File: src/rtl/dmem_pkg.sv
// Shared constants and types for the data-memory arbiter.
// Memory geometry, requester limit and lock-state encoding.
package dmem_pkg;

    localparam int ADDR_W    = 6;
    localparam int DATA_W    = 32;
    localparam int MEM_DEPTH = 64;
    localparam int MAX_REQ   = 4;

    typedef enum logic {
        ST_IDLE,
        ST_LOCKED
    } lock_state_e;

endpackage

File: src/rtl/dmem_arbiter_rr_pick.sv
// Rotating priority picker.
// Returns a one-hot grant: first set request at or after ptr, with wrap.
module rr_pick #(
    parameter int N     = 2,
    parameter int PTR_W = 1
) (
    input  logic [N-1:0]     i_req,
    input  logic [PTR_W-1:0] i_ptr,
    output logic [N-1:0]     o_gnt
);

    logic [2*N-1:0] w_dbl;
    logic [N-1:0]   w_rot;
    logic [N-1:0]   w_pick;
    logic [2*N-1:0] w_back;

    // Rotate so ptr lands on bit 0, isolate the lowest set bit,
    // then rotate the winner back to its real position.
    assign w_dbl  = {i_req, i_req} >> i_ptr;
    assign w_rot  = w_dbl[N-1:0];
    assign w_pick = w_rot & (~w_rot + N'(1));
    assign w_back = {w_pick, w_pick} << i_ptr;
    assign o_gnt  = w_back[2*N-1:N];

endmodule

File: src/rtl/dmem_arbiter.sv
// Round-robin arbiter for the shared single-port data memory.
// Registered command bus, tagged read return, bounded burst lock.
module dmem_arbiter
    import dmem_pkg::*;
#(
    parameter int NUM_REQ   = 2,
    parameter int MAX_BURST = 4
) (
    input  logic                      i_clk,
    input  logic                      i_rst,
    input  logic [NUM_REQ-1:0]        i_req,
    input  logic [NUM_REQ-1:0]        i_we,
    input  logic [NUM_REQ-1:0]        i_lock,
    input  logic [NUM_REQ*ADDR_W-1:0] i_addr,
    input  logic [NUM_REQ*DATA_W-1:0] i_wdata,
    output logic [NUM_REQ-1:0]        o_gnt,
    output logic [NUM_REQ-1:0]        o_rvalid,
    output logic [DATA_W-1:0]         o_rdata,
    output logic [ADDR_W-1:0]         o_mem_addr,
    output logic [DATA_W-1:0]         o_mem_wdata,
    output logic                      o_mem_read,
    output logic                      o_mem_write,
    input  logic [DATA_W-1:0]         i_mem_rdata
);

    localparam int PTR_W = $clog2(NUM_REQ);
    localparam int CNT_W = $clog2(MAX_BURST) + 1;

    lock_state_e        r_state;
    lock_state_e        w_state_nxt;
    logic [PTR_W-1:0]   r_ptr;
    logic [PTR_W-1:0]   w_ptr_nxt;
    logic [PTR_W-1:0]   r_own;
    logic [PTR_W-1:0]   w_own_nxt;
    logic [CNT_W-1:0]   r_cnt;
    logic [CNT_W-1:0]   w_cnt_nxt;

    logic [NUM_REQ-1:0] w_rr_gnt;
    logic [NUM_REQ-1:0] w_own_hot;
    logic [NUM_REQ-1:0] w_gnt;
    logic               w_lock_hit;
    logic               w_any;
    logic [PTR_W-1:0]   w_gidx;
    logic [PTR_W-1:0]   w_gidx_inc;
    logic [CNT_W-1:0]   w_cnt_eff;
    logic [ADDR_W-1:0]  w_sel_addr;
    logic [DATA_W-1:0]  w_sel_wdata;
    logic               w_sel_we;

    logic [ADDR_W-1:0]  r_mem_addr;
    logic [DATA_W-1:0]  r_mem_wdata;
    logic               r_mem_read;
    logic               r_mem_write;
    logic [NUM_REQ-1:0] r_tag;
    logic [NUM_REQ-1:0] r_rvalid;

    rr_pick #(
        .N     (NUM_REQ),
        .PTR_W (PTR_W)
    ) u_pick (
        .i_req (i_req),
        .i_ptr (r_ptr),
        .o_gnt (w_rr_gnt)
    );

    // A live lock owner that still requests bypasses the rotation.
    assign w_lock_hit = (r_state == ST_LOCKED) && i_req[r_own];
    assign w_own_hot  = NUM_REQ'(1) << r_own;
    assign w_gnt      = i_rst      ? '0        :
                        w_lock_hit ? w_own_hot : w_rr_gnt;
    assign w_any      = |w_gnt;

    // Encode the one-hot grant to an index.
    always_comb begin
        w_gidx = '0;
        for (int i = 0; i < NUM_REQ; i++) begin
            if (w_gnt[i]) w_gidx = PTR_W'(i);
        end
    end

    assign w_gidx_inc  = (w_gidx == PTR_W'(NUM_REQ - 1)) ?
                         '0 : w_gidx + PTR_W'(1);
    assign w_sel_addr  = i_addr[w_gidx*ADDR_W +: ADDR_W];
    assign w_sel_wdata = i_wdata[w_gidx*DATA_W +: DATA_W];
    assign w_sel_we    = i_we[w_gidx];

    // A grant to anyone but a continuing owner starts a fresh burst.
    assign w_cnt_eff = w_lock_hit ? r_cnt : '0;

    // Lock FSM and pointer: next-state decode.
    always_comb begin
        w_state_nxt = r_state;
        w_ptr_nxt   = r_ptr;
        w_own_nxt   = r_own;
        w_cnt_nxt   = r_cnt;
        if (w_any) begin
            if (i_lock[w_gidx] &&
                (w_cnt_eff < CNT_W'(MAX_BURST - 1))) begin
                w_state_nxt = ST_LOCKED;
                w_own_nxt   = w_gidx;
                w_cnt_nxt   = w_cnt_eff + CNT_W'(1);
            end else begin
                w_state_nxt = ST_IDLE;
                w_cnt_nxt   = '0;
                w_ptr_nxt   = w_gidx_inc;
            end
        end else if (r_state == ST_LOCKED && !i_req[r_own]) begin
            w_state_nxt = ST_IDLE;
            w_cnt_nxt   = '0;
        end
    end

    // Lock FSM and pointer: state registers.
    always_ff @(posedge i_clk) begin
        if (i_rst) begin
            r_state <= ST_IDLE;
            r_ptr   <= '0;
            r_own   <= '0;
            r_cnt   <= '0;
        end else begin
            r_state <= w_state_nxt;
            r_ptr   <= w_ptr_nxt;
            r_own   <= w_own_nxt;
            r_cnt   <= w_cnt_nxt;
        end
    end

    // Command stage: launch the granted access and tag it if a read.
    always_ff @(posedge i_clk) begin
        if (i_rst) begin
            r_mem_addr  <= '0;
            r_mem_wdata <= '0;
            r_mem_read  <= 1'b0;
            r_mem_write <= 1'b0;
            r_tag       <= '0;
        end else if (w_any) begin
            r_mem_addr  <= w_sel_addr;
            r_mem_wdata <= w_sel_wdata;
            r_mem_read  <= ~w_sel_we;
            r_mem_write <= w_sel_we;
            r_tag       <= w_gnt & ~i_we;
        end else begin
            r_mem_read  <= 1'b0;
            r_mem_write <= 1'b0;
            r_tag       <= '0;
        end
    end

    // Return stage: memory data arrives now, strobe the issuer.
    always_ff @(posedge i_clk) begin
        if (i_rst) begin
            r_rvalid <= '0;
        end else begin
            r_rvalid <= r_tag;
        end
    end

    assign o_gnt       = w_gnt;
    assign o_rvalid    = r_rvalid;
    assign o_rdata     = i_mem_rdata;
    assign o_mem_addr  = r_mem_addr;
    assign o_mem_wdata = r_mem_wdata;
    assign o_mem_read  = r_mem_read;
    assign o_mem_write = r_mem_write;

endmodule

File: config.mk
export PLATFORM = sky130hd
export DESIGN_NAME = dmem_arbiter
export DESIGN_NICKNAME = d
export VERILOG_FILES = /design/src/rtl/dmem_pkg.sv /design/src/rtl/dmem_arbiter_rr_pick.sv /design/src/rtl/dmem_arbiter.sv
export SDC_FILE = /design/constraint.sdc
export NUM_CORES = 1
export LEC_CHECK = 0
export ABC_AREA = 1
export CAP_MARGIN = 20
export CORE_MARGIN = 2
export CORE_UTILIZATION = 38
export DETAILED_ROUTE_END_ITERATION = 16
export GPL_TIMING_DRIVEN = 0
export PLACE_DENSITY_LB_ADDON = 0.15
export SLEW_MARGIN = 10
export SYNTH_ARGS = -nofsm -noshare
export SYNTH_HDL_FRONTEND = slang
export SYNTH_SLANG_ARGS = --single-unit
File: constraint.sdc
create_clock -name i_clk -period 2.5 [get_ports i_clk]
set_clock_uncertainty 0.2 [all_clocks]
set_input_delay 0.5 -clock i_clk [delete_from_list [all_inputs] [get_ports i_clk]]
set_output_delay 0.5 -clock i_clk [all_outputs]
set_load 0.005 [all_outputs]
Word-level counts from Yosys, hierarchy flattened

Cells that the tools add are included.

Bits in registers: 50
Output and inout bits: 76
Logic and storage cells: 55

Add/subtract/negate cells: 3
Multiply operators: 1
Order comparisons: 3
Shift operators: 5
Multiplexer cells: 17
Bitwise operators: 7
Reduce and logical (&&, ||, !) cells: 9

Operators by type and width:

| cell                | count |
|---|---|
| $shiftx 64x7->32    | 1 |
| $mux 3              | 4 |
| $shiftx 12x5->6     | 1 |
| $mux 1              | 11 |
| $and 2x2->2         | 2 |
| $lt 1x2->1 const B  | 2 |
| $mux 2              | 2 |
| $not 2->2           | 2 |
| $reduce_and 2->1    | 2 |
| $reduce_or 2->1     | 2 |
| $shl 4x1->4         | 1 |
| $shr 4x1->2         | 1 |
| $add 3x1->3 const B | 1 |
| $logic_and 1x1->1   | 3 |
| $lt 3x2->1 const B  | 1 |
| $mul 1x2->3 const B | 1 |
| $not 1->1           | 3 |
| $add 2x1->2 const B | 1 |
| $reduce_bool 2->1   | 1 |
| $shl 1x1->2 const A | 1 |
| $add 1x1->1 const B | 1 |
| $logic_not 1->1     | 1 |

Logic depth before layout (Yosys ltp)

Gate-level depths: netlist of run 1.

Depth after elaboration: 13
Depth in mapped cells: 12

By module

A second synthesis of run 1 with hierarchy kept.

Cell total of the unflattened synthesis: 406
Area, all modules: 2,608.8 um^2

Modules (own cells, without submodules):

| module       | times used | cells an instance | area an instance (um^2) | seq. area each (um^2) |
|---|---|---|---|---|
| dmem_arbiter | 1          | 401               | 2,588.7                 | 1,001.0 |
| rr_pick      | 1          | 5                 | 20.0                    | 0.0 |

Worst setup path after synthesis of run 1

OpenSTA, ideal clock, no wires.

Kind: in2out
Start point: in i_req[1]
End point: out o_gnt[0]
Arrival time: 1,270 ps
Setup slack: 530 ps
Cell stages on the path: 10
Path buffers: 2
Cells stage by stage: inv_2 -> nand2_1 -> nand3_2 -> nand2_1 -> nand2_2 -> inv_2 -> buf_4 -> buf_6 -> nand2_1 -> inv_1

Longest elaborated chain between the ends: 7
Elaborated cells on any way between the ends: 10

RTL lines:

| item               | RTL line                   | text |
|---|---|---|
| start: declaration | dmem_arbiter.sv:11         | `input logic [NUM_REQ-1:0] i_req,` |
| $shr 4x1->2        | dmem_arbiter_rr_pick.sv:19 | `assign w_dbl = {i_req, i_req} >> i_ptr;` |
| $not 2->2          | dmem_arbiter_rr_pick.sv:21 | `assign w_pick = w_rot & (~w_rot + N'(1));` |
| $add 2x1->2        | dmem_arbiter_rr_pick.sv:21 |  |
| $and 2x2->2        | dmem_arbiter_rr_pick.sv:21 |  |
| $shl 4x1->4        | dmem_arbiter_rr_pick.sv:22 | `assign w_back = {w_pick, w_pick} << i_ptr;` |
| $mux 2 (*)         | dmem_arbiter.sv:70         | `w_lock_hit ? w_own_hot : w_rr_gnt;` |
| $mux 2 (*)         | dmem_arbiter.sv:69         | `assign w_gnt = i_rst ? '0 :` |
| end: declaration   | dmem_arbiter.sv:16         | `output logic [NUM_REQ-1:0] o_gnt,` |

Every way passes the cells marked *; elsewhere a longest branch is shown, timed or not. The select of a mux whose other input is x is not followed.

Worst setup path after layout of run 1

Start point: reg r_own
End point: reg r_cnt[1]

Longest elaborated chain between the ends: 11
Elaborated cells on any way between the ends: 19

RTL lines:

| item                                      | RTL line                                | text |
|---|---|---|
| start: declaration                        | dmem_arbiter.sv:33                      | `logic [PTR_W-1:0] r_own;` |
| start signal: assignment                  | dmem_arbiter.sv:123                     | `r_own <= w_own_nxt;` |
| $mux 1 (implied by the code) (2 in a row) | dmem_arbiter.sv:67, dmem_arbiter.sv:107 |  |
| $logic_and 1x1->1                         | dmem_arbiter.sv:67                      | `assign w_lock_hit = (r_state == ST_LOCKED) && i_req[r_own];` |
| $mux 2                                    | dmem_arbiter.sv:70                      |  |
| $mux 2                                    | dmem_arbiter.sv:69                      |  |
| $mux 1                                    | dmem_arbiter.sv:77                      | `if (w_gnt[i]) w_gidx = PTR_W'(i);` |
| $mux 1 (implied by the code) (2 in a row) | dmem_arbiter.sv:97                      | `if (i_lock[w_gidx] &&` |
| $logic_and 1x1->1                         | dmem_arbiter.sv:97                      |  |
| $mux 3                                    | dmem_arbiter.sv:97                      |  |
| $mux 3                                    | dmem_arbiter.sv:96                      | `if (w_any) begin` |
| end signal: assignment                    | dmem_arbiter.sv:124                     | `r_cnt <= w_cnt_nxt;` |
| end: declaration                          | dmem_arbiter.sv:35                      | `logic [CNT_W-1:0] r_cnt;` |

Several ways; a longest one is shown, not always the timed one. The select of a mux whose other input is x is not followed.
A chain may end at the register's enable or synchronous reset.

==> metrics.txt, run 1 <==
number of hold-repair buffers added at the cts stage 0; clock buffer count from CTS 5; Num Clock Sinks 50; largest voltage drop on the vdd net 0.308 mV; maximum fanout encountered on the critical timing path 4; top library cells by usage in the layout, fill and taps aside sky130_fd_sc_hd__clkdlybuf4s50_1 (155), sky130_fd_sc_hd__nand2_1 (130), sky130_fd_sc_hd__nand3_1 (89); gr usage total 20.2%; endpoint of the lowest-slack register-to-register path r_cnt[1]; end point of the worst hold path o_rvalid[1]; outcome complete, no violations; die outline height 87.7 µm; critical path data required time 2470 ps; DRC violation count after routing 0; r2r worst-path depth 16; Critical Path Slowest Stage Cell sky130_fd_sc_hd__dfxtp_4; detailed-routing iteration count for the pre-antenna-repair pass 4; Cells on Worst Hold Path 2; leakage power figure 2.27 nW; total global routing overflow 0; post-detailed-route count of antenna-violating nets 0; number of antenna violations at the first check in global routing 0; net count of the mapped netlist 521; crit end category register; total die area 7690 µm²; Top Ports 192; overall routed net length 8.30 mm; Seq/Total Area, Yosys 37.6%; post-route total power 2.05 mW; number of DRC markers in iteration 0 110; portion of the clock cycle consumed by the worst path in the final layout 98.3%; area post-placement 4370 µm²; DP Cell Count 659; sequence of cells on the critical path inv_4 > nand2_4 > nand3_4 > buf_4 > buf_4 > buf_4 > buf_4 > buf_4 > buf_4 > buf_4 > buf_4 > buf_4 > nor2_2 > ha_1 > nand3_2 > a21oi_2; Reg2Reg Launch Point r_own; GPL Wtd Cong 0.772; clock tree root buffer cell sky130_fd_sc_hd__clkbuf_8; worst hold slack across all endpoints 210 ps; category of the worst setup path launch point register; measured slew at the worst slew-check pin 475 ps; share of layout cells above drive strength 1 15.4%; routed len/inst 12.2 µm; number of hold-slack violations in the final timing report 0; min Tclk post-route 2460 ps; final design instance area without fill 4610 µm²; mean area per synthesized cell 6.59 µm²; fmax 0.407 GHz; synth-to-layout area growth 73.3%; number of standard-cell rows in the floorplan 30; first-pass GRT wire length 12.5 mm; TritonCTS clock tree built; final count of pins violating max slew 0; pin count of the biggest net entering global routing 19; die extent in x 87.7 µm; Reg clk slew, reported paths 80 ps; Final nets 702; initial standard-cell utilization of the core 39.2%; combined area of all synthesized cells 2660 µm²; critical path data arrival time 2430 ps; number of maximum-capacitance violations 0; final setup vio count 0; placeable core region 6790 µm²; number of synthesized register bits 50; vias in the first global route 2839; number of port buffers 159; placement-stage worst setup slack -700 ps; HPWL reported at the end of detailed placement 6.20 mm; type of the worst min-delay path register to register; worst reg-to-reg setup slack 40 ps; Min-Delay Startpoint r_tag[1]; Pwr Density 445 nW/µm²; vias per inst 4.57; count of unique library cells instantiated by Yosys 19; H-tree depth 2; critical path type register to register; Final Non-Filler Cells 680; maximum clock path buffer count 2; Max-Slew Margin vs Limit 68.3%; Worst-Skew Late Latency 290 ps; most used cell, CP sky130_fd_sc_hd__buf_4; commonest non-fill, non-tap cell in the layout sky130_fd_sc_hd__clkdlybuf4s50_1; largest incremental delay on the critical path 390 ps; post-route setup slack 41.6 ps; Yosys Warn Count 0; count of vias placed by the detailed router 3105; number of antenna diodes 0; Cells after Synth 404
per-stage QoR:
step	setup TNS, ps	utilization (%)
after floorplan	0	-
after global placement	-1370	64.4
after detailed placement	-1550	64.4
after CTS	0	67.3
after global routing	-18.6	67.9
final	0	67.9
routing by layer:
metal / wire (µm) / track usage [%] / share of wire [%] / vias up
li1: - / - / - / 1572
met2: 4010 / 35.9 / 48 / 135
met5: 0 / 0 / 0 / -
met1: 3400 / 23.3 / 41 / 1390
met4: 85 / 4.20 / 1.0 / 0
met3: 805 / 7.63 / 9.7 / 8
area by class of cell:
cell class	count	area [µm²]
Tap cell	96	120
Multi-Input combinational cell	244	1110
Clock buffer	6	82.6
Buffer	51	362
Inverter	57	226
Fill cell	620	2180
Timing Repair Buffer	176	1710
Sequential cell	50	1010
worst max-delay path by stage:
stage	from	to	slack, ps	depth (start not counted)
floorplan	i_req[1]	o_gnt[0]	530	10
global placement	i_req[1]	o_gnt[0]	-700	12
detailed placement	i_req[0]	o_gnt[0]	-700	12
CTS	i_req[1]	r_cnt[1]	10	17
global route	r_own	r_cnt[1]	-20	16
finish	r_own	r_cnt[1]	40	16
power by group:
part / leakage, nW / switching [mW] / internal, mW / total [mW]
Clock: 0.0431 / 0.249 / 0.214 / 0.463
Sequential: 0.411 / 0.0352 / 0.861 / 0.896
Combinational: 1.82 / 0.282 / 0.411 / 0.693
Total: 2.27 / 0.565 / 1.49 / 2.05
Yosys cell counts, drive strengths merged:
library cell	n	share of area, %
nor2	7	0.99
nand2	135	20
nand3	92	18
o21ai	4	0.75
buf	52	14
ha	1	0.47
clkbuf	1	0.14
inv	57	8.0
dfxtp	50	38
a21oi	5	0.94
kinds of logic (layout without fill, tap and decap cells):
logic type                 after synthesis  after routing  share of synthesized area [%]
buffers and inverters                  110            290                           21.8
and+or+nand+nor                        234            234                           38.5
AOI/OAI and AO/OA                        9              9                           1.69
DFF                                     50             50                           37.6
adders and majority gates                1              1                          0.470
flip-flops by register name (all words and copies together), names as in the netlist:
| name | count |
|---|---|
| o_mem_wdata | 32 |
| o_mem_addr | 6 |
| r_cnt | 3 |
| o_rvalid | 2 |
| r_tag | 2 |
| o_mem_read | 1 |
| o_mem_write | 1 |
| r_own | 1 |
| r_ptr | 1 |
| r_state | 1 |
worst max-delay path: cells and delay by family (launching register included):
kind	cells	cell delay (ps)
AO/OA/AOI/OAI	1	50
adder cells (fa/ha/maj)	1	240
buffers and inverters	10	1150
flip-flops	1	390
AND/OR/NAND/NOR	4	300
repair_timing:
item                       in CTS  in global routing
pin swaps                       2                  3
resized for setup              18                 11
setup endpoints to repair       2                  3
buffers inserted               15                  2
gates cloned                    0                  0
Power figures use the tool's default switching activity.
==> inputs of run 2 (changes only) <==
--- a/config.mk
+++ b/config.mk
@@ -8,11 +8,12 @@
 export ABC_AREA = 1
 export CAP_MARGIN = 20
 export CORE_MARGIN = 2
-export CORE_UTILIZATION = 38
+export CORE_UTILIZATION = 37
 export DETAILED_ROUTE_END_ITERATION = 16
 export GPL_TIMING_DRIVEN = 0
 export PLACE_DENSITY_LB_ADDON = 0.15
 export SLEW_MARGIN = 10
 export SYNTH_ARGS = -nofsm -noshare
 export SYNTH_HDL_FRONTEND = slang
+export SYNTH_HIERARCHICAL = 1
 export SYNTH_SLANG_ARGS = --single-unit
==> constraint.sdc (replaced) <==
create_clock -name i_clk -period 2.5 [get_ports i_clk]
set_clock_uncertainty 0.2 [all_clocks]
set_input_delay 0.5 -clock i_clk [delete_from_list [all_inputs] [get_ports i_clk]]
set_output_delay 0.5 -clock i_clk [all_outputs]
set_load 0.02 [all_outputs]
==> metrics.txt, run 2 <==
Seq/Total Area, Yosys 38.4% (was 37.6%); commonest non-fill, non-tap cell in the layout sky130_fd_sc_hd__nand2_1 (was sky130_fd_sc_hd__clkdlybuf4s50_1); fillcell total 646 (was 620); clock buffer count from CTS 5 (unchanged); placement-stage worst setup slack -731 ps (was -700 ps); worst reg-to-reg setup slack 600 ps (was 40 ps); Top Ports 192 (unchanged); net count of the mapped netlist 523 (was 521); overall routed net length 7.91 mm (was 8.30 mm); Final nets 689 (was 702); endpoint of the lowest-slack register-to-register path o_mem_wdata[28] (was r_cnt[1]); Max-Slew Margin vs Limit 68.2% (was 68.3%); most used flip-flop cell after synthesis sky130_fd_sc_hd__dfxtp_1 (unchanged); H-tree depth 2 (unchanged); number of antenna violations at the first check in global routing 0 (unchanged); total global routing overflow 0 (unchanged); final setup vio count 0 (unchanged); HPWL reported at the end of detailed placement 6.25 mm (was 6.20 mm); vias per inst 4.45 (was 4.57); pin count of the biggest net entering global routing 16 (was 19); post-route setup slack 79.4 ps (was 41.6 ps); fmax 0.413 GHz (was 0.407 GHz); count of vias placed by the detailed router 2978 (was 3105); count of unique library cells instantiated by Yosys 18 (was 19); share of Yosys cell area claimed by the top area cell type 38.4% (was 37.6%); post-detailed-route count of antenna-violating nets 0 (unchanged); gr usage total 18.9% (was 20.2%); share of layout cells above drive strength 1 12.0% (was 15.4%); number of DRC markers in iteration 0 47 (was 110); Num Clock Sinks 50 (unchanged); Min-Delay Startpoint r_tag[0] (was r_tag[1]); top library cells by usage in the layout, fill and taps aside sky130_fd_sc_hd__nand2_1 (212), sky130_fd_sc_hd__clkdlybuf4s50_1 (154), sky130_fd_sc_hd__dfxtp_1 (50) (was sky130_fd_sc_hd__clkdlybuf4s50_1 (155), sky130_fd_sc_hd__nand2_1 (130), sky130_fd_sc_hd__nand3_1 (89)); total die area 7740 µm² (was 7690 µm²); clock tree root buffer cell sky130_fd_sc_hd__clkbuf_8 (unchanged); TritonCTS clock tree built (unchanged); first-pass GRT wire length 11.6 mm (was 12.5 mm); die outline height 88.0 µm (was 87.7 µm); min Tclk post-route 2420 ps (was 2460 ps); Cells after Synth 406 (was 404); maximum fanout encountered on the critical timing path 10 (was 4); DRC violation count after routing 0 (unchanged); number of maximum-capacitance violations 0 (unchanged); r2r worst-path depth 10 (was 16); Reg clk slew, reported paths 90 ps (was 80 ps); leakage power figure 2.01 nW (was 2.27 nW); maximum clock path buffer count 2 (unchanged); mean area per synthesized cell 6.43 µm² (was 6.59 µm²); most used standard cells in the synthesized netlist sky130_fd_sc_hd__nand2_1 (212), sky130_fd_sc_hd__dfxtp_1 (50), sky130_fd_sc_hd__a21oi_1 (44), sky130_fd_sc_hd__buf_4 (33), sky130_fd_sc_hd__inv_1 (17) (was sky130_fd_sc_hd__nand2_1 (132), sky130_fd_sc_hd__nand3_1 (90), sky130_fd_sc_hd__inv_1 (51), sky130_fd_sc_hd__dfxtp_1 (50), sky130_fd_sc_hd__buf_4 (35)); die extent in x 88.0 µm (was 87.7 µm); critical path data arrival time 1720 ps (was 2430 ps); number of antenna diodes 0 (unchanged); Pwr Density 515 nW/µm² (was 445 nW/µm²); RSZ-0062 raised after global routing no; top cells by area, synth sky130_fd_sc_hd__dfxtp_1 (38%), sky130_fd_sc_hd__nand2_1 (31%), sky130_fd_sc_hd__buf_4 (9.5%) (was sky130_fd_sc_hd__dfxtp_1 (38%), sky130_fd_sc_hd__nand2_1 (19%), sky130_fd_sc_hd__nand3_1 (17%)); number of standard-cell rows in the floorplan 30 (unchanged); post-synthesis cell type with the largest combined area sky130_fd_sc_hd__dfxtp_1 (unchanged); detailed-routing iteration count for the pre-antenna-repair pass 4 (unchanged); setup total negative slack 0 ps (unchanged); portion of the clock cycle consumed by the worst path in the final layout 96.8% (was 98.3%); type of the worst min-delay path register to register (unchanged); share of flip-flops with an asynchronous set or reset after synthesis 0% (unchanged); final count of pins violating max slew 0 (unchanged); routed len/inst 11.8 µm (was 12.2 µm); number of synthesized register bits 50 (unchanged); critical path type input pin to output port (was register to register); combined area of all synthesized cells 2610 µm² (was 2660 µm²); initial standard-cell utilization of the core 38.4% (was 39.2%); Worst-Skew Late Latency 300 ps (was 290 ps); Yosys Warn Count 6 (was 0); number of synthesized flops with an enable pin 0 (unchanged); end point of the worst hold path o_rvalid[0] (was o_rvalid[1]); final design instance area without fill 4440 µm² (was 4610 µm²); number of hold-slack violations in the final timing report 0 (unchanged); area post-placement 4310 µm² (was 4370 µm²); vias in the first global route 2725 (was 2839); crit end category output port (was register); measured slew at the worst slew-check pin 477 ps (was 475 ps); GPL Wtd Cong 0.793 (was 0.772); most repeated cell in the gate-level netlist after synthesis sky130_fd_sc_hd__nand2_1 (unchanged); number of flip-flops in the largest register 32 (unchanged); post-route total power 2.29 mW (was 2.05 mW); category of the worst setup path launch point input pin (was register); synth-to-layout area growth 70.2% (was 73.3%); placeable core region 6790 µm² (unchanged); critical path data required time 1800 ps (was 2470 ps); Critical Path Source i_req[0] (was r_own); number of port buffers 158 (was 159); Cells on Worst Hold Path 2 (unchanged); outcome complete, no violations (unchanged); largest voltage drop on the vdd net 0.360 mV (was 0.308 mV); Reg2Reg Launch Point r_state (was r_own)
run 2: logic make-up (layout without fill, tap and decap cells):
group	count (synthesis)	after routing	share of synthesized area [%]
DFF	50	50	38.4
AOI/OAI and AO/OA	47	47	9.16
buffers and inverters	74	241	16.9
and+or+nand+nor	234	234	35.1
adders and majority gates	1	1	0.480
run 2: critical path: stages:
cell and delay (ps):
sky130_fd_sc_hd__dlygate4sd2_1 260, sky130_fd_sc_hd__inv_1 60, sky130_fd_sc_hd__nand2_1 70, sky130_fd_sc_hd__nand3_2 130, sky130_fd_sc_hd__a21oi_4 200, sky130_fd_sc_hd__buf_6 160
sky130_fd_sc_hd__buf_4 110, sky130_fd_sc_hd__clkdlybuf4s15_2 240
run 2: timing repair:
action	4_1_cts	5_1_grt
setup buffers	1	0
endpoints found under the setup margin	2	2
hold buffers	0	0
pin swaps	1	0
resized for setup	10	2
run 2: final cells by class:
| cell class | count | area [µm²] | area share [%] |
|---|---|---|---|
| clock inverter | 3 | 40.0 | 0.902 |
| multi-input combinational | 282 | 1180 | 26.6 |
| timing repair buffer | 159 | 1580 | 35.7 |
| tap | 96 | 120 | 2.71 |
| sequential | 50 | 1000 | 22.5 |
| clock buffer | 5 | 68.8 | 1.55 |
| buffer | 54 | 373 | 8.40 |
| inverter | 20 | 75.1 | 1.69 |
run 2: metal layers:
layer  wire (µm)  vias up  GRT usage, %
met5           0        -             0
met4         114        0          5.17
met3         822       11          6.50
met2        3850      125          34.9
met1        3120     1299          20.5
li1            -     1543             -
run 2: power breakdown:
group / total [mW] / internal, mW / switching [mW]
sequential: 0.905 / 0.868 / 0.0371
combinational: 0.826 / 0.416 / 0.410
clock: 0.557 / 0.295 / 0.262
total: 2.29 / 1.58 / 0.709
run 2: worst max-delay path by stage:
stage | to | slack, ps
floorplan | o_gnt[1] | 480
global placement | o_gnt[1] | -740
detailed placement | o_gnt[1] | -730
CTS | o_gnt[1] | 50
global route | o_gnt[1] | 20
finish | o_gnt[1] | 80
run 2: stage by stage:
stage | utilization, % | instances | hold WS [ps]
final | 65.3 | 669 | 211
after global routing | 65.3 | 669 | 241
after CTS | 65.4 | 669 | 215
after detailed placement | 63.4 | 660 | 203
after global placement | 63.4 | 660 | 189
after floorplan | - | 406 | 188
==> inputs of run 3 (changes only) <==
--- a/config.mk
+++ b/config.mk
@@ -5,11 +5,10 @@
 export SDC_FILE = /design/constraint.sdc
 export NUM_CORES = 1
 export LEC_CHECK = 0
-export ABC_AREA = 1
-export CAP_MARGIN = 20
 export CORE_MARGIN = 2
-export CORE_UTILIZATION = 37
+export CORE_UTILIZATION = 50
 export DETAILED_ROUTE_END_ITERATION = 16
+export DONT_BUFFER_PORTS = 1
 export GPL_TIMING_DRIVEN = 0
 export PLACE_DENSITY_LB_ADDON = 0.15
 export SLEW_MARGIN = 10
==> metrics.txt, run 3 <==
Top Ports 192 (unchanged); Worst-Skew Late Latency 300 ps (about the same); die extent in x 75.2 µm (was 88.0 µm); Final nets 444 (was 689); critical path type register to output port (was input pin to output port); number of hold-repair buffers added at the cts stage 0 (unchanged); fmax 0.418 GHz (was 0.413 GHz); number of hold-slack violations in the final timing report 0 (unchanged); detailed-routing iteration count for the pre-antenna-repair pass 5 (was 4); critical path data arrival time 1690 ps (was 1720 ps); number of maximum-capacitance violations 0 (unchanged); gr usage total 25.7% (was 18.9%); Pwr Density 702 nW/µm² (was 515 nW/µm²); largest voltage drop on the vdd net 0.310 mV (was 0.360 mV); share of Yosys cell area claimed by the top area cell type 39.5% (was 38.4%); Reg clk slew, reported paths 80 ps (was 90 ps); clock tree root buffer cell sky130_fd_sc_hd__clkbuf_8 (unchanged); initial standard-cell utilization of the core 52.6% (was 38.4%); Max-Slew Margin vs Limit 63.6% (was 68.2%); most repeated cell in the gate-level netlist after synthesis sky130_fd_sc_hd__o21ai_0 (was sky130_fd_sc_hd__nand2_1); combined area of all synthesized cells 2530 µm² (was 2610 µm²); routed len/inst 18.8 µm (was 11.8 µm); number of synthesized flops with an enable pin 0 (unchanged); largest incremental delay on the critical path 380 ps (was 260 ps); cell family contributing the most delay on the critical path compound AO/OA/AOI/OAI gates (was buffers and inverters); commonest non-fill, non-tap cell in the layout sky130_fd_sc_hd__o21ai_0 (was sky130_fd_sc_hd__nand2_1); DRC violation count after routing 0 (unchanged); TritonCTS clock tree built (unchanged); area post-placement 2620 µm² (was 4310 µm²); placeable core region 4820 µm² (was 6790 µm²); number of flip-flops in the largest register 32 (unchanged); number of synthesized register bits 50 (unchanged); outcome complete, no violations (unchanged); share of flip-flops with an asynchronous set or reset after synthesis 0% (unchanged); first-pass GRT wire length 11.2 mm (was 11.6 mm); synth-to-layout area growth 9.98% (was 70.2%); die outline height 75.2 µm (was 88.0 µm); most used flip-flop cell after synthesis sky130_fd_sc_hd__dfxtp_1 (unchanged); HPWL reported at the end of detailed placement 5.30 mm (was 6.25 mm); leakage power figure 1.05 nW (was 2.01 nW); count of vias placed by the detailed router 2491 (was 2978); portion of the clock cycle consumed by the worst path in the final layout 95.7% (was 96.8%); H-tree depth 2 (unchanged); Yosys Warn Count 6 (unchanged); fillcell total 488 (was 646); total die area 5650 µm² (was 7740 µm²); vias in the first global route 2336 (was 2725); GPL Wtd Cong 0.855 (was 0.793); maximum clock path buffer count 2 (unchanged); pin count of the biggest net entering global routing 14 (was 16); critical path data required time 1800 ps (about the same); top library cells by usage in the layout, fill and taps aside sky130_fd_sc_hd__o21ai_0 (75), sky130_fd_sc_hd__dfxtp_1 (49), sky130_fd_sc_hd__a21oi_1 (40) (was sky130_fd_sc_hd__nand2_1 (212), sky130_fd_sc_hd__clkdlybuf4s50_1 (154), sky130_fd_sc_hd__dfxtp_1 (50)); total global routing overflow 0 (unchanged); number of antenna violations at the first check in global routing 0 (unchanged); number of DRC markers in iteration 0 208 (was 47); maximum fanout encountered on the critical timing path 4 (was 10); clock buffer count from CTS 5 (unchanged); count of unique library cells instantiated by Yosys 33 (was 18); type of the worst min-delay path input pin to register (was register to register); Critical Path Slowest Stage Cell sky130_fd_sc_hd__dfxtp_4 (was sky130_fd_sc_hd__dlygate4sd2_1); Cells after Synth 315 (was 406); number of port buffers 0 (was 158); post-synthesis cell type with the largest combined area sky130_fd_sc_hd__dfxtp_1 (unchanged); category of the worst setup path launch point register (was input pin); sequence of cells on the critical path inv_1 > a21boi_2 > a21boi_4 > a21o_1 > buf_6 > nand2_2 > inv_2 > buf_4 (was dlygate4sd2_1 > inv_1 > nand2_1 > nand3_2 > a21oi_4 > buf_6 > buf_4 > clkdlybuf4s15_2); Seq/Total Area, Yosys 39.5% (was 38.4%); final design instance area without fill 2790 µm² (was 4440 µm²); mean area per synthesized cell 8.04 µm² (was 6.43 µm²); number of buffers and inverters on the critical path 4 (was 5); overall routed net length 7.37 mm (was 7.91 mm); post-detailed-route count of antenna-violating nets 0 (unchanged); net count of the mapped netlist 432 (was 523); share of layout cells above drive strength 1 19.6% (was 12.0%); crit end category output port (unchanged); Num Clock Sinks 50 (unchanged); final count of pins violating max slew 0 (unchanged); top cells by area, synth sky130_fd_sc_hd__dfxtp_1 (40%), sky130_fd_sc_hd__o21ai_0 (15%), sky130_fd_sc_hd__buf_4 (9.8%) (was sky130_fd_sc_hd__dfxtp_1 (38%), sky130_fd_sc_hd__nand2_1 (31%), sky130_fd_sc_hd__buf_4 (9.5%)); worst hold slack across all endpoints 81.5 ps (was 211 ps); final setup vio count 0 (unchanged); RSZ-0062 raised after global routing no (unchanged); vias per inst 6.34 (was 4.45); min Tclk post-route 2390 ps (was 2420 ps); number of antenna diodes 0 (unchanged); measured slew at the worst slew-check pin 541 ps (was 477 ps); most used standard cells in the synthesized netlist sky130_fd_sc_hd__o21ai_0 (75), sky130_fd_sc_hd__dfxtp_1 (50), sky130_fd_sc_hd__a21oi_1 (40), sky130_fd_sc_hd__a31oi_1 (39), sky130_fd_sc_hd__buf_4 (33) (was sky130_fd_sc_hd__nand2_1 (212), sky130_fd_sc_hd__dfxtp_1 (50), sky130_fd_sc_hd__a21oi_1 (44), sky130_fd_sc_hd__buf_4 (33), sky130_fd_sc_hd__inv_1 (17)); number of standard-cell rows in the floorplan 25 (was 30)
## run 3: cell types whose count changed in the layout (fill, tap and decap cells not counted), sizes merged, moves of 4 or more
| cell | previous run | this run |
|---|---|---|
| a211oi | 0 | 6 |
| a21oi | 45 | 40 |
| a22o | 0 | 4 |
| a31oi | 0 | 39 |
| buf | 51 | 47 |
| clkbuf | 10 | 27 |
| clkdlybuf4s50 | 154 | 0 |
| inv | 20 | 6 |
| nand2 | 215 | 4 |
| nand3 | 9 | 1 |
| nor2 | 7 | 2 |
| nor2b | 0 | 4 |
| o21ai | 2 | 75 |
## run 3: logic make-up after synthesis
family | share of synthesized area (%)
fa+ha+maj | 0.494
flops | 39.5
mux | 0.444
compound gates | 40.3
simple gates | 3.51
buf+inv | 15.8
## run 3: final timing paths
| kind | from | endpoint | cells after the start | slack [ps] |
|---|---|---|---|---|
| worst max register to register | r_ptr | o_mem_wdata[23] | 8 | 460 |
| worst max-delay path | r_ptr | o_gnt[1] | 8 | 110 |
| worst min register to register | r_tag[1] | o_rvalid[1] | 1 | 240 |
| worst min-delay path | i_we[1] | r_tag[1] | 1 | 80 |
## run 3: repair_timing
item                                    4_1_cts  5_1_grt
setup buffers                                 2        3
gates resized for setup                      10        5
pin swaps                                     1        1
endpoints found under the setup margin        2        2
## run 3: where the power goes
group / switching (mW) / internal (mW)
Clock: 0.254 / 0.214
Combinational: 0.280 / 0.175
Sequential: 0.150 / 0.883
Total: 0.683 / 1.27
## run 3: layer usage
layer  share of wire, %  up-vias  track usage, %
met1                 39     1195            33.1
met4                1.5        0            7.80
li1                   -     1148               -
met5                  0        -               0
met3                9.9       13            8.17
met2                 50      135            41.4
## run 3: layout make-up
type                            instances  area, µm²  share of cell area, %
Buffer                                 63        384                   13.8
Tap cell                               67       83.8                   3.01
Clock buffer                            6       82.6                   2.96
Inverter                                6       22.5                  0.808
Sequential cell                        50       1000                   36.1
Timing Repair Buffer                    5       37.5                   1.35
Multi-Input combinational cell        196       1170                   42.0
## run 3: through the flow
stage	power, mW	setup slack, ps	utilization (%)	cells	setup TNS [ps]
6_report	1.96	108	57.8	393	0
2_1_floorplan	1.38	104	-	315	0
3_3_place_gp	1.46	-172	54.3	382	-297
5_1_grt	2.06	8.87	57.8	393	0
4_1_cts	1.95	38.6	57.1	390	0
3_5_place_dp	1.47	-181	54.3	382	-332
## run 3: worst reg2reg max path: stages (launching register included)
cell and delay [ps]:
sky130_fd_sc_hd__dfxtp_4 380, sky130_fd_sc_hd__inv_1 50, sky130_fd_sc_hd__a21boi_2 190, sky130_fd_sc_hd__a21boi_4 230, sky130_fd_sc_hd__a21o_1 140, sky130_fd_sc_hd__buf_4 120
sky130_fd_sc_hd__clkbuf_1 390, sky130_fd_sc_hd__a31oi_1 100, sky130_fd_sc_hd__a21oi_1 170
